===== src/rtl/mdu_pkg.sv =====
`default_nettype none
// +----------------------------------------------------------------------+
// | mdu_pkg : shared types and constants for the HI/LO divide controller |
// | Rev 1.0 : initial release                                            |
// +----------------------------------------------------------------------+
package mdu_pkg;

    typedef enum logic [2:0] {
        OP_NOP  = 3'd0,
        OP_DIV  = 3'd1,
        OP_DIVU = 3'd2,
        OP_MTHI = 3'd3,
        OP_MTLO = 3'd4
    } hilo_op_t;

    typedef logic [1:0] hilo_state_t;

    localparam hilo_state_t ST_IDLE  = 2'd0;
    localparam hilo_state_t ST_ISSUE = 2'd1;
    localparam hilo_state_t ST_WAIT  = 2'd2;
    localparam hilo_state_t ST_FIN   = 2'd3;

    // Cycles the divider holds div_done low after it loads an operation.
    localparam int DIV_LAT_SIGNED   = 34;
    localparam int DIV_LAT_UNSIGNED = 32;

    function automatic logic is_div(input logic [2:0] op);
        return (op == OP_DIV) || (op == OP_DIVU);
    endfunction

endpackage
`default_nettype wire


===== src/rtl/hilo_div_ctrl.sv =====
`default_nettype none
// +----------------------------------------------------------------------+
// | hilo_div_ctrl : EX-stage issue/commit control for the iterative      |
// |                 divider, owning the architectural HI/LO registers    |
// | Rev 1.0 : initial release                                            |
// +----------------------------------------------------------------------+
module hilo_div_ctrl
    import mdu_pkg::*;
(
    input  logic        clk,
    input  logic        rst,
    input  logic        req_valid,
    input  logic [2:0]  req_op,
    input  logic [31:0] req_a,
    input  logic [31:0] req_b,
    input  logic        flush,
    output logic        stall,
    output logic [31:0] hi,
    output logic [31:0] lo,
    output logic        div_op,
    output logic        div_signed,
    output logic [31:0] div_dividend,
    output logic [31:0] div_divisor,
    input  logic [63:0] div_result,
    input  logic        div_done
);

    hilo_state_t state_q, state_d;
    logic        kill_q, kill_d;
    logic [31:0] hi_q, hi_d;
    logic [31:0] lo_q, lo_d;
    logic        div_op_q, div_op_d;
    logic        div_signed_q, div_signed_d;
    logic [31:0] dividend_q, dividend_d;
    logic [31:0] divisor_q, divisor_d;
    logic        accept;

    assign accept = req_valid & ~flush;

    always_comb begin
        state_d      = state_q;
        kill_d       = kill_q;
        hi_d         = hi_q;
        lo_d         = lo_q;
        div_op_d     = 1'b0;
        div_signed_d = div_signed_q;
        dividend_d   = dividend_q;
        divisor_d    = divisor_q;
        stall        = 1'b0;

        case (state_q)
            ST_IDLE: begin
                if (accept && is_div(req_op)) begin
                    stall        = 1'b1;
                    state_d      = ST_ISSUE;
                    div_op_d     = 1'b1;
                    div_signed_d = (req_op == OP_DIV);
                    dividend_d   = req_a;
                    divisor_d    = req_b;
                end else if (accept && req_op == OP_MTHI) begin
                    hi_d = req_a;
                end else if (accept && req_op == OP_MTLO) begin
                    lo_d = req_a;
                end
            end
            ST_ISSUE: begin
                // div_done is still high from idle here, so it is not looked at.
                stall   = 1'b1;
                state_d = ST_WAIT;
                if (flush) kill_d = 1'b1;
            end
            ST_WAIT: begin
                // The divider cannot abort; a killed op keeps stalling until it drains.
                stall = 1'b1;
                if (flush) kill_d = 1'b1;
                if (div_done) begin
                    if (kill_q || flush) begin
                        state_d = ST_IDLE;
                    end else begin
                        lo_d    = div_result[63:32];
                        hi_d    = div_result[31:0];
                        state_d = ST_FIN;
                    end
                end
            end
            ST_FIN: begin
                state_d = ST_IDLE;
            end
            default: begin
                state_d = ST_IDLE;
            end
        endcase

        if (state_d == ST_IDLE) kill_d = 1'b0;
    end

    always_ff @(posedge clk) begin
        if (rst) begin
            state_q      <= ST_IDLE;
            kill_q       <= 1'b0;
            hi_q         <= '0;
            lo_q         <= '0;
            div_op_q     <= 1'b0;
            div_signed_q <= 1'b0;
            dividend_q   <= '0;
            divisor_q    <= '0;
        end else begin
            state_q      <= state_d;
            kill_q       <= kill_d;
            hi_q         <= hi_d;
            lo_q         <= lo_d;
            div_op_q     <= div_op_d;
            div_signed_q <= div_signed_d;
            dividend_q   <= dividend_d;
            divisor_q    <= divisor_d;
        end
    end

    assign hi           = hi_q;
    assign lo           = lo_q;
    assign div_op       = div_op_q;
    assign div_signed   = div_signed_q;
    assign div_dividend = dividend_q;
    assign div_divisor  = divisor_q;

endmodule
`default_nettype wire


===== config.mk =====
export PLATFORM = sky130hd
export DESIGN_NAME = hilo_div_ctrl
export DESIGN_NICKNAME = d
export VERILOG_FILES = /design/src/rtl/mdu_pkg.sv /design/src/rtl/hilo_div_ctrl.sv
export SDC_FILE = /design/constraint.sdc
export NUM_CORES = 1
export LEC_CHECK = 0
export BUFFER_PORTS_ARGS = -buffer_cell sky130_fd_sc_hd__buf_4
export CAP_MARGIN = 20
export CORE_AREA = 2 2 125 103
export CTS_CLUSTER_DIAMETER = 100
export DETAILED_ROUTE_END_ITERATION = 8
export DIE_AREA = 0 0 127 105
export PLACE_DENSITY_LB_ADDON = 0.1
export SYNTH_ARGS = -nofsm -noshare
export SYNTH_HDL_FRONTEND = slang
export SYNTH_SLANG_ARGS = --single-unit

===== constraint.sdc =====
create_clock -name clk -period 5.4 [get_ports clk]
set_input_delay 0 -clock clk [delete_from_list [all_inputs] [get_ports clk]]
set_output_delay 0 -clock clk [all_outputs]
set_load 0.02 [all_outputs]

==> results of run 1 <==
-- registers in the layout, indices dropped and copies added (netlist names) --
| signal | cells |
|---|---|
| div_dividend | 32 |
| div_signed | 1 |
| state_q | 2 |
| lo | 32 |
| div_divisor | 32 |
| hi | 32 |
| div_op | 1 |
| kill_q | 1 |
-- kinds of logic after synthesis --
group | after synthesis | synth area share, %
AO/OA/AOI/OAI | 265 | 28.6
AND/OR/NAND/NOR | 178 | 14.6
flip-flops | 133 | 49.7
buffers and inverters | 65 | 5.77
adder cells (fa/ha/maj) | 4 | 0.935
XOR/XNOR | 1 | 0.164
multiplexers | 1 | 0.210
-- worst reg2reg max path: stages, from the launching register on --
cell and delay, ns:
dfxtp_1 0.34, inv_1 0.14, ha_1 0.38, mux2_2 0.23, buf_4 0.54, and2_1 0.66, buf_8 0.25, a211oi_1 0.10
-- repair_timing --
action,CTS,global route
endpoints found under the hold margin,126,0
hold buffers,127,0
buffers inserted,0,0
-- Yosys cell counts (all sizes together) --
library cell / instances / share of area [%]
a21oi: 194 / 18
dfxtp: 133 / 50
nand2: 131 / 9.2
a211oi: 65 / 9.1
clkbuf: 37 / 2.6
nor2b: 33 / 3.9
buf: 24 / 2.9
nor2: 6 / 0.42
ha: 4 / 0.93
inv: 4 / 0.28
and2: 2 / 0.23
a311oi: 1 / 0.16
mux2: 1 / 0.21
nand2b: 1 / 0.12
nand4b: 1 / 0.16
nor3: 1 / 0.093
nor3b: 1 / 0.14
nor4: 1 / 0.23
o22ai: 1 / 0.12
o311ai: 1 / 0.16
o31a: 1 / 0.16
o31ai: 1 / 0.23
o41ai: 1 / 0.51
or4: 1 / 0.14
xnor2: 1 / 0.16
-- power groups by stage --
stage,sequential [mW],combinational (mW),clock [mW]
CTS,1.05,0.451,1.35
finish,1.05,0.460,1.34
global placement,1.07,0.363,0
global route,1.06,0.491,1.40
detailed placement,1.07,0.375,0
floorplan,1.12,0.132,0
-- layout make-up --
type / count / area, µm² / area share, %
inverters: 4 / 15.0 / 0.160
clock inverters: 12 / 224 / 2.39
repair buffers: 403 / 3390 / 36.2
multi-input cells: 449 / 2410 / 25.8
clock buffers: 20 / 467 / 4.99
well taps: 152 / 190 / 2.03
flip-flops and latches: 133 / 2660 / 28.4
diodes: 1 / 2.50 / 0.0267
-- how the worst min path moves through the flow --
stage,from,end,depth (start not counted)
floorplan,req_a[0],div_dividend[0]$_SDFFE_PP0P_,2
global placement,req_b[14],div_divisor[14]$_SDFFE_PP0P_,3
detailed placement,req_b[12],div_divisor[12]$_SDFFE_PP0P_,3
CTS,div_result[34],lo[2]$_SDFFE_PP0P_,3
global route,div_result[34],lo[2]$_SDFFE_PP0P_,3
finish,div_result[34],lo[2]$_SDFFE_PP0P_,3
-- metal layers --
layer	global-route usage (%)	vias up	share of wire, %
li1	-	2977	-
met1	36.4	2950	40
met2	52.1	331	49
met3	11.0	50	9.0
met4	12.2	0	2.6
met5	0	-	0
-- metrics by stage --
stage	instances	util, %	power (mW)	setup slack [ns]
2_1_floorplan	647	-	1.25	3.52
3_3_place_gp	1010	61.1	1.43	2.40
3_5_place_dp	1013	61.6	1.45	2.42
4_1_cts	1172	78.0	2.85	1.96
5_1_grt	1173	78.1	2.94	2.43
6_report	1174	78.1	2.85	2.59
==> impl_metrics.json, run 1 <==
{
  "r2r_cells": 7,
  "grt_pass1_wl_mm": 32.7,
  "syn_nets": 787,
  "clock-sinks": 133,
  "required_ns": 5.65,
  "die_x_um": 127,
  "clock_skew_ns": 0.00735,
  "drive_above_1_share_pct": 30.9,
  "core_um2": 12000,
  "synth_seq_cells": 133,
  "wl_per_cell_um": 18.0,
  "fillCellCount": 762,
  "first_global_vias": 6306,
  "rr_endpoint": "hi[2]$_SDFFE_PP0P_",
  "avgSynthCellArea_um2": 8.27,
  "crit_cells": 7,
  "htree_levels": 4,
  "die_h_um": 105,
  "power_density_nw_per_um2": 305,
  "num_rows": 36,
  "route.vias.total": 6308,
  "ys_seq_area_share_pct": 49.7,
  "synth_cell_type_count": 29,
  "relSlewSlack_pct": 33.1,
  "setup_viol": 0,
  "startpoint_type": "flip-flop",
  "crit_path_top_delay_cell": "and2_1",
  "p_sw_uw": 691,
  "fin_tns_setup_ns": 0,
  "p_clk_share_pct": 47.0,
  "syn2layout_area_growth_pct": 74.9,
  "rsz0062_at_grt": "false",
  "worstSetupEndpoint": "hi[2]$_SDFFE_PP0P_",
  "start_util_pct": 44.7,
  "pwr-share-comb_pct": 16.1,
  "via_per_inst": 5.37,
  "tightest_slew_ns": 1.00,
  "critPathMaxFanout": 66,
  "worstPathArrival_ns": 3.06,
  "hold_viol_final": 0,
  "mostFrequentLayoutCells": "272 x buf_4, 194 x a21oi_1, 133 x dfxtp_1",
  "critical_path.top_delay_family": "buffers and inverters",
  "fin_area_um2": 9360,
  "grt_antenna_before_repair": 1,
  "synthCells": 647,
  "p_int_mw": 2.16,
  "setup.worst_path.end_class": "flip-flop",
  "ir_worst_vdd_uv": 283,
  "cpPeakStageDelay_ns": 0.61,
  "io_pins": 267,
  "holdWs_ns": 0.00869,
  "cts_resized": 0,
  "clk_pin_slew_worst_paths_ns": 0.06,
  "cts_tree": "built",
  "switching_share_pct": 24.2,
  "hp-class": "primary input to flip-flop",
  "place_congestion": 0.841,
  "grt_overflow": 0,
  "drtIter0Drc": 527,
  "clk_latency_ns": 0.42,
  "slew_violations": 0,
  "p_seq_share_pct": 36.9,
  "ant_nets": 0,
  "finalCriticalPeriod_ns": 2.81,
  "reg2reg_from": "state_q[0]$_SDFF_PP0_",
  "cap_violations": 0,
  "place.port_buffers": 266,
  "fmax_mhz": 356,
  "clockRootBuffer": "clkbuf_16",
  "postPlaceCellArea_um2": 7390,
  "fin_crit_sh_pct": 52.0,
  "worstSetupPathType": "flip-flop to flip-flop",
  "syn_area_um2": 5350,
  "grt_start_max_net_pins": 100,
  "critPathBufInv": 3,
  "dp_hpwl_mm": 12.8,
  "crit_start": "state_q[0]$_SDFF_PP0_",
  "outcome": "complete, no violations",
  "ys.warnings.count": 0,
  "nNetsFinal": 1148,
  "die_area_um2": 13300,
  "finalWirelength_mm": 21.1,
  "worst-r2r-setup-slack_ns": 2.59,
  "grtUsageTotal_pct": 31.1,
  "cts_made_buffers": 17,
  "p_leak_nw": 3.92,
  "first_pass_iters": 5,
  "clk_path_buf_depth": 2,
  "path_cells": "inv_1 > ha_1 > mux2_2 > buf_4 > and2_1 > buf_8 > a211oi_1",
  "final_common_cell": "buf_4",
  "drcViolationCount": 0
}
Note: power is estimated with default switching activity, not from simulation.
==> run 2: changes to the inputs <==
- ABC_AREA: not set -> 1
- CORE_AREA: 2 2 125 103 -> 2 2 128 105
- DIE_AREA: 0 0 127 105 -> 0 0 130 107
- clock period: 5.4 -> 2.65 ns (I/O delays scaled with it)
==> run 2 against run 1 <==
Net effect: sequential cell count unchanged; total power increased by 95%; non-clock buffer count decreased by 22; count of clock-buffer cells in the layout unchanged; critical endpoint is now div_signed$_SDFFE_PP0P_.
==> impl_metrics.json, run 2 <==
{
  "synth_cell_type_count": 20,
  "place_congestion": 0.859,
  "grt_most_used_layer": "met2",
  "cts_made_buffers": 17,
  "syn_area_um2": 5610,
  "synth.most_common_cell": "nand2_1",
  "hold_viol_final": 0,
  "outcome": "complete, no violations",
  "synth_edf_count": 0,
  "cpMostUsedCell": "nand3_1",
  "finalWirelength_mm": 19.9,
  "relSlewSlack_pct": 52.7,
  "clk_path_buf_depth": 2,
  "final_core_util_pct": 73.8,
  "cts_setup_buffers": 0,
  "ant_nets": 0,
  "wl_per_cell_um": 15.1,
  "cts_resized": 0,
  "hp-class": "primary input to flip-flop",
  "slew_violations": 0,
  "dp_hpwl_mm": 12.9,
  "critPathMaxFanout": 54,
  "use_met2_pct": 45.4,
  "cpPeakStageDelay_ns": 0.59,
  "grtUsageTotal_pct": 28.3,
  "avgSynthCellArea_um2": 7.06,
  "nNetsFinal": 1273,
  "place.port_buffers": 266,
  "clock-sinks": 133,
  "tightest_slew_ns": 0.710,
  "ir_worst_vdd_uv": 491,
  "htree_levels": 4,
  "setup_viol": 0,
  "drcViolationCount": 0,
  "mostFrequentLayoutCells": "280 x buf_4, 209 x nand2_1, 133 x dfxtp_1",
  "via_per_inst": 4.89,
  "p_leak_nw": 4.26,
  "postPlaceCellArea_um2": 7690,
  "clockRootBuffer": "clkbuf_16",
  "synth_area_leader_cell": "dfxtp_1",
  "drtIter0Drc": 410,
  "met1_usage_pct": 36.5,
  "synth_commonest_cells": "209 x nand2_1, 133 x dfxtp_1, 132 x a21oi_1",
  "first_pass_iters": 8,
  "fin_tns_setup_ns": 0,
  "fin_crit_sh_pct": 87.8,
  "startpoint_type": "flip-flop",
  "die_x_um": 130,
  "grt_overflow": 0,
  "clock_skew_ns": 0.00513,
  "fin_area_um2": 9330,
  "ys.flop_type": "dfxtp_1",
  "ys_async_sr_fraction_pct": 0,
  "required_ns": 2.98,
  "ys_seq_area_share_pct": 47.5,
  "drive_above_1_share_pct": 27.9,
  "syn2layout_area_growth_pct": 66.4,
  "critPathBufInv": 4,
  "fin_ws_ns": 0.324,
  "rsz0062_at_grt": "false",
  "cts_tree": "built",
  "clk_latency_ns": 0.40,
  "synth_top_area_share_pct": 47.5,
  "synthCells": 794,
  "crit_path_top_delay_cell": "dlygate4sd3_1",
  "holdWs_ns": 0.0107,
  "io_pins": 267,
  "finalCriticalPeriod_ns": 2.33,
  "num_rows": 37,
  "cap_violations": 0,
  "ys_top_cells_by_area": "dfxtp_1 48%, nand2_1 14%, a21oi_1 12%",
  "setup.worst_path.end_class": "flip-flop",
  "antenna_cells": 0,
  "fmax_mhz": 430,
  "met3_usage_pct": 9.03,
  "power_density_nw_per_um2": 595,
  "grt_start_max_net_pins": 67,
  "pre_cts_slack_ns": 0.655,
  "grt_antenna_before_repair": 0,
  "worstSetupPathType": "flip-flop to flip-flop",
  "worstPathArrival_ns": 2.65,
  "die_h_um": 107,
  "syn_nets": 934,
  "start_util_pct": 44.4,
  "die_area_um2": 13900,
  "clk_pin_slew_worst_paths_ns": 0.06,
  "critical_path.top_delay_family": "buffers and inverters",
  "route.vias.total": 6455,
  "synth_seq_cells": 133,
  "final_common_cell": "buf_4",
  "first_global_vias": 6116,
  "grt_pass1_wl_mm": 31.1,
  "ys.warnings.count": 0,
  "core_um2": 12600,
  "path_cells": "inv_1 > ha_1 > nand3_1 > inv_2 > buf_4 > nand3_1 > dlygate4sd3_1 > a21oi_1"
}
run 2: report_power, final:
part           leakage [nW]  total (mW)  internal, mW  switching [mW]
Combinational          2.87       0.849         0.420           0.429
Sequential             1.08        2.13          2.08          0.0436
Clock                 0.311        2.58          1.70           0.878
Total                  4.26        5.55          4.20            1.35
run 2: timing repair:
action,4_1_cts,5_1_grt
endpoints found under the hold margin,98,0
hold buffers,99,0
setup endpoints to repair,0,0
run 2: tightest hold or removal path, delay by kind of cell:
family                 cells  cell delay [ns]
and+or+nand+nor            2             0.13
AOI/OAI and AO/OA          2             0.13
buffers and inverters      1             0.11
run 2: path summary, 6_finish.rpt:
kind,endpoint,slack [ns],start,cells past startpoint
min,hi[13]$_SDFFE_PP0P_,0.01,div_result[13],5
max reg2reg,div_signed$_SDFFE_PP0P_,0.32,state_q[1]$_SDFF_PP0_,8
min reg2reg,hi[24]$_SDFFE_PP0P_,0.46,hi[24]$_SDFFE_PP0P_,2
max,div_signed$_SDFFE_PP0P_,0.32,state_q[1]$_SDFF_PP0_,8
run 2: layout make-up:
| class | instances | area, µm² |
|---|---|---|
| Clock buffer | 20 | 447 |
| Clock inverter | 12 | 201 |
| Fill cell | 949 | 3310 |
| Inverter | 45 | 169 |
| Multi-Input combinational cell | 555 | 2490 |
| Sequential cell | 133 | 2660 |
| Tap cell | 175 | 219 |
| Timing Repair Buffer | 381 | 3130 |
run 2: cell families (layout without fill, tap and decap cells):
group           after synthesis  in the layout  share of synthesized area, %
compound gates              198            198                          17.9
fa+ha+maj                     4              4                         0.893
buf+inv                     106            458                          8.21
flops                       133            133                          47.5
simple gates                353            353                          25.5
run 2: per-layer routing:
metal	part of all wire (%)	vias up
met5	0	-
met4	1.8	0
met3	8.7	30
met2	47	268
met1	43	2892
li1	-	3265
run 2: metrics by stage:
step / power [mW] / cells
6_report: 5.55 / 1321
3_3_place_gp: 2.88 / 1190
3_5_place_dp: 2.88 / 1190
4_1_cts: 5.57 / 1321
2_1_floorplan: 2.52 / 794
5_1_grt: 5.75 / 1321
==> run 3: changes to the inputs <==
- ABC_AREA: 1 -> 0
- CORE_AREA: 2 2 128 105 -> 2 2 125 103
- DIE_AREA: 0 0 130 107 -> 0 0 127 105
- REMOVE_ABC_BUFFERS: not set -> 1
==> run 3 against run 2 <==
Net effect: global-route usage decreased by 0.051 points; total power decreased by 1.9%; final area decreased by 0.74%; largest power group unchanged.
==> impl_metrics.json, run 3 (synthesis results as in run 1) <==
{
  "worst-r2r-setup-slack_ns": 0.20,
  "cts_made_buffers": 17,
  "wl_met1_mm": 7.71,
  "highest_layer": "met4",
  "setup.worst_path.end_class": "flip-flop",
  "route.vias.total": 6151,
  "cts_setup_buffers": 0,
  "num_rows": 36,
  "hp-class": "primary input to flip-flop",
  "power_density_nw_per_um2": 589,
  "crit_start": "state_q[0]$_SDFF_PP0_",
  "grt_pass1_wl_mm": 30.3,
  "setup_viol": 0,
  "rr_endpoint": "div_signed$_SDFFE_PP0P_",
  "met2_length_mm": 9.49,
  "reg2reg_from": "state_q[0]$_SDFF_PP0_",
  "grtUsageTotal_pct": 28.3,
  "r2r_cells": 8,
  "place_congestion": 0.846,
  "fillCellCount": 812,
  "htree_levels": 4,
  "start_util_pct": 44.7,
  "die_h_um": 105,
  "fin_tns_setup_ns": 0,
  "clockRootBuffer": "clkbuf_16",
  "die_x_um": 127,
  "required_ns": 2.98,
  "pre_cts_slack_ns": 0.425,
  "dp_hpwl_mm": 11.8,
  "worstSetupPathType": "flip-flop to flip-flop",
  "grt_overflow": 0,
  "outcome": "complete, no violations",
  "rsz0062_at_grt": "false",
  "clock-sinks": 133,
  "fin_area_um2": 9260,
  "cts_tree": "built",
  "postPlaceCellArea_um2": 7420,
  "grt_start_max_net_pins": 69,
  "mostFrequentLayoutCells": "272 x buf_4, 194 x a21oi_1, 133 x dfxtp_1",
  "syn2layout_area_growth_pct": 72.9,
  "clk_latency_ns": 0.41,
  "fin_crit_sh_pct": 92.4,
  "via_per_inst": 5.26,
  "core_um2": 12000,
  "startpoint_type": "flip-flop",
  "nNetsFinal": 1145,
  "worstSetupEndpoint": "div_signed$_SDFFE_PP0P_",
  "grt_antenna_before_repair": 0,
  "wl_met3_mm": 1.58,
  "ant_nets": 0,
  "clk_pin_slew_worst_paths_ns": 0.06,
  "p_leak_nw": 3.87,
  "worstPathArrival_ns": 2.77,
  "final_common_cell": "buf_4",
  "fmax_mhz": 409,
  "final_core_util_pct": 77.3,
  "drcViolationCount": 0,
  "clk_path_buf_depth": 2,
  "tightest_slew_ns": 0.741,
  "drtIter0Drc": 385,
  "fin_ws_ns": 0.202,
  "first_global_vias": 6067,
  "finalCriticalPeriod_ns": 2.45,
  "p_total_mw": 5.45,
  "io_pins": 267,
  "cap_violations": 0,
  "relSlewSlack_pct": 50.6,
  "drive_above_1_share_pct": 30.9,
  "seqCellArea_um2": 2660,
  "antenna_cells": 0,
  "hold_viol_final": 0,
  "critPathMaxFanout": 67,
  "finalWirelength_mm": 19.3,
  "place.port_buffers": 266,
  "ir_worst_vdd_uv": 432,
  "wl_per_cell_um": 16.5,
  "slew_violations": 0,
  "die_area_um2": 13300,
  "clock_skew_ns": 0.00828,
  "first_pass_iters": 5,
  "multi_input_area_um2": 2420
}
## run 3: cell count changes in the layout (fill, tap and decap cells not counted), sizes merged, moves of 33 or more
cell    change
a211oi     +65
a21oi      +62
inv        -42
nand2      -79
nand4      -33
nor2       -98
nor2b      +33
o21ai      -65
## run 3: worst min path at each step
stage / from / end / slack [ns] / depth (start not counted)
after global placement: req_b[9] / div_divisor[9]$_SDFFE_PP0P_ / 0.25 / 3
after CTS: div_result[5] / hi[5]$_SDFFE_PP0P_ / 0.001 / 3
after global routing: div_result[5] / hi[5]$_SDFFE_PP0P_ / 0.001 / 3
after floorplan: rst / div_dividend[0]$_SDFFE_PP0P_ / 0.07 / 1
after detailed placement: req_b[31] / div_divisor[31]$_SDFFE_PP0P_ / 0.26 / 3
final: div_result[48] / lo[16]$_SDFFE_PP0P_ / 0.01 / 3
## run 3: metal layers
layer,global-route usage (%),up-vias
met5,0,-
met4,12.6,0
met3,8.81,41
met2,47.8,267
met1,32.9,2859
li1,-,2984
## run 3: worst max-delay path, cell delays in order, from the launching register on
cell,delay [ns]
dfxtp_1,0.34
inv_1,0.15
ha_2,0.31
inv_2,0.09
nor4_4,0.32
buf_12,0.34
nand4b_1,0.12
dlygate4sd3_1,0.56
a21oi_1,0.13
## run 3: through the flow
step / std cells / hold slack, ns
after detailed placement: 1015 / 0.258
after global placement: 1015 / 0.247
after floorplan: 586 / 0.0691
final: 1169 / 0.0131
after CTS: 1168 / 0.00109
after global routing: 1169 / 0.00140
## run 3: timing repair
action / in CTS / in global routing
hold endpoints to repair: 121 / 1
resized for setup: 0 / 1
hold buffers: 122 / 1
setup endpoints to repair: 0 / 1
## run 3: power by group
group	internal, mW	total (mW)	switching [mW]
clock network	1.54	2.38	0.841
logic	0.473	0.920	0.446
registers	2.09	2.14	0.0527
## run 3: layout make-up
cell class	instances	area share [%]
Multi-Input combinational cell	449	26.1
Clock buffer	22	5.12
Clock inverter	9	1.37
Sequential cell	133	28.8
Tap cell	152	2.05
Inverter	4	0.162
Timing Repair Buffer	400	36.4
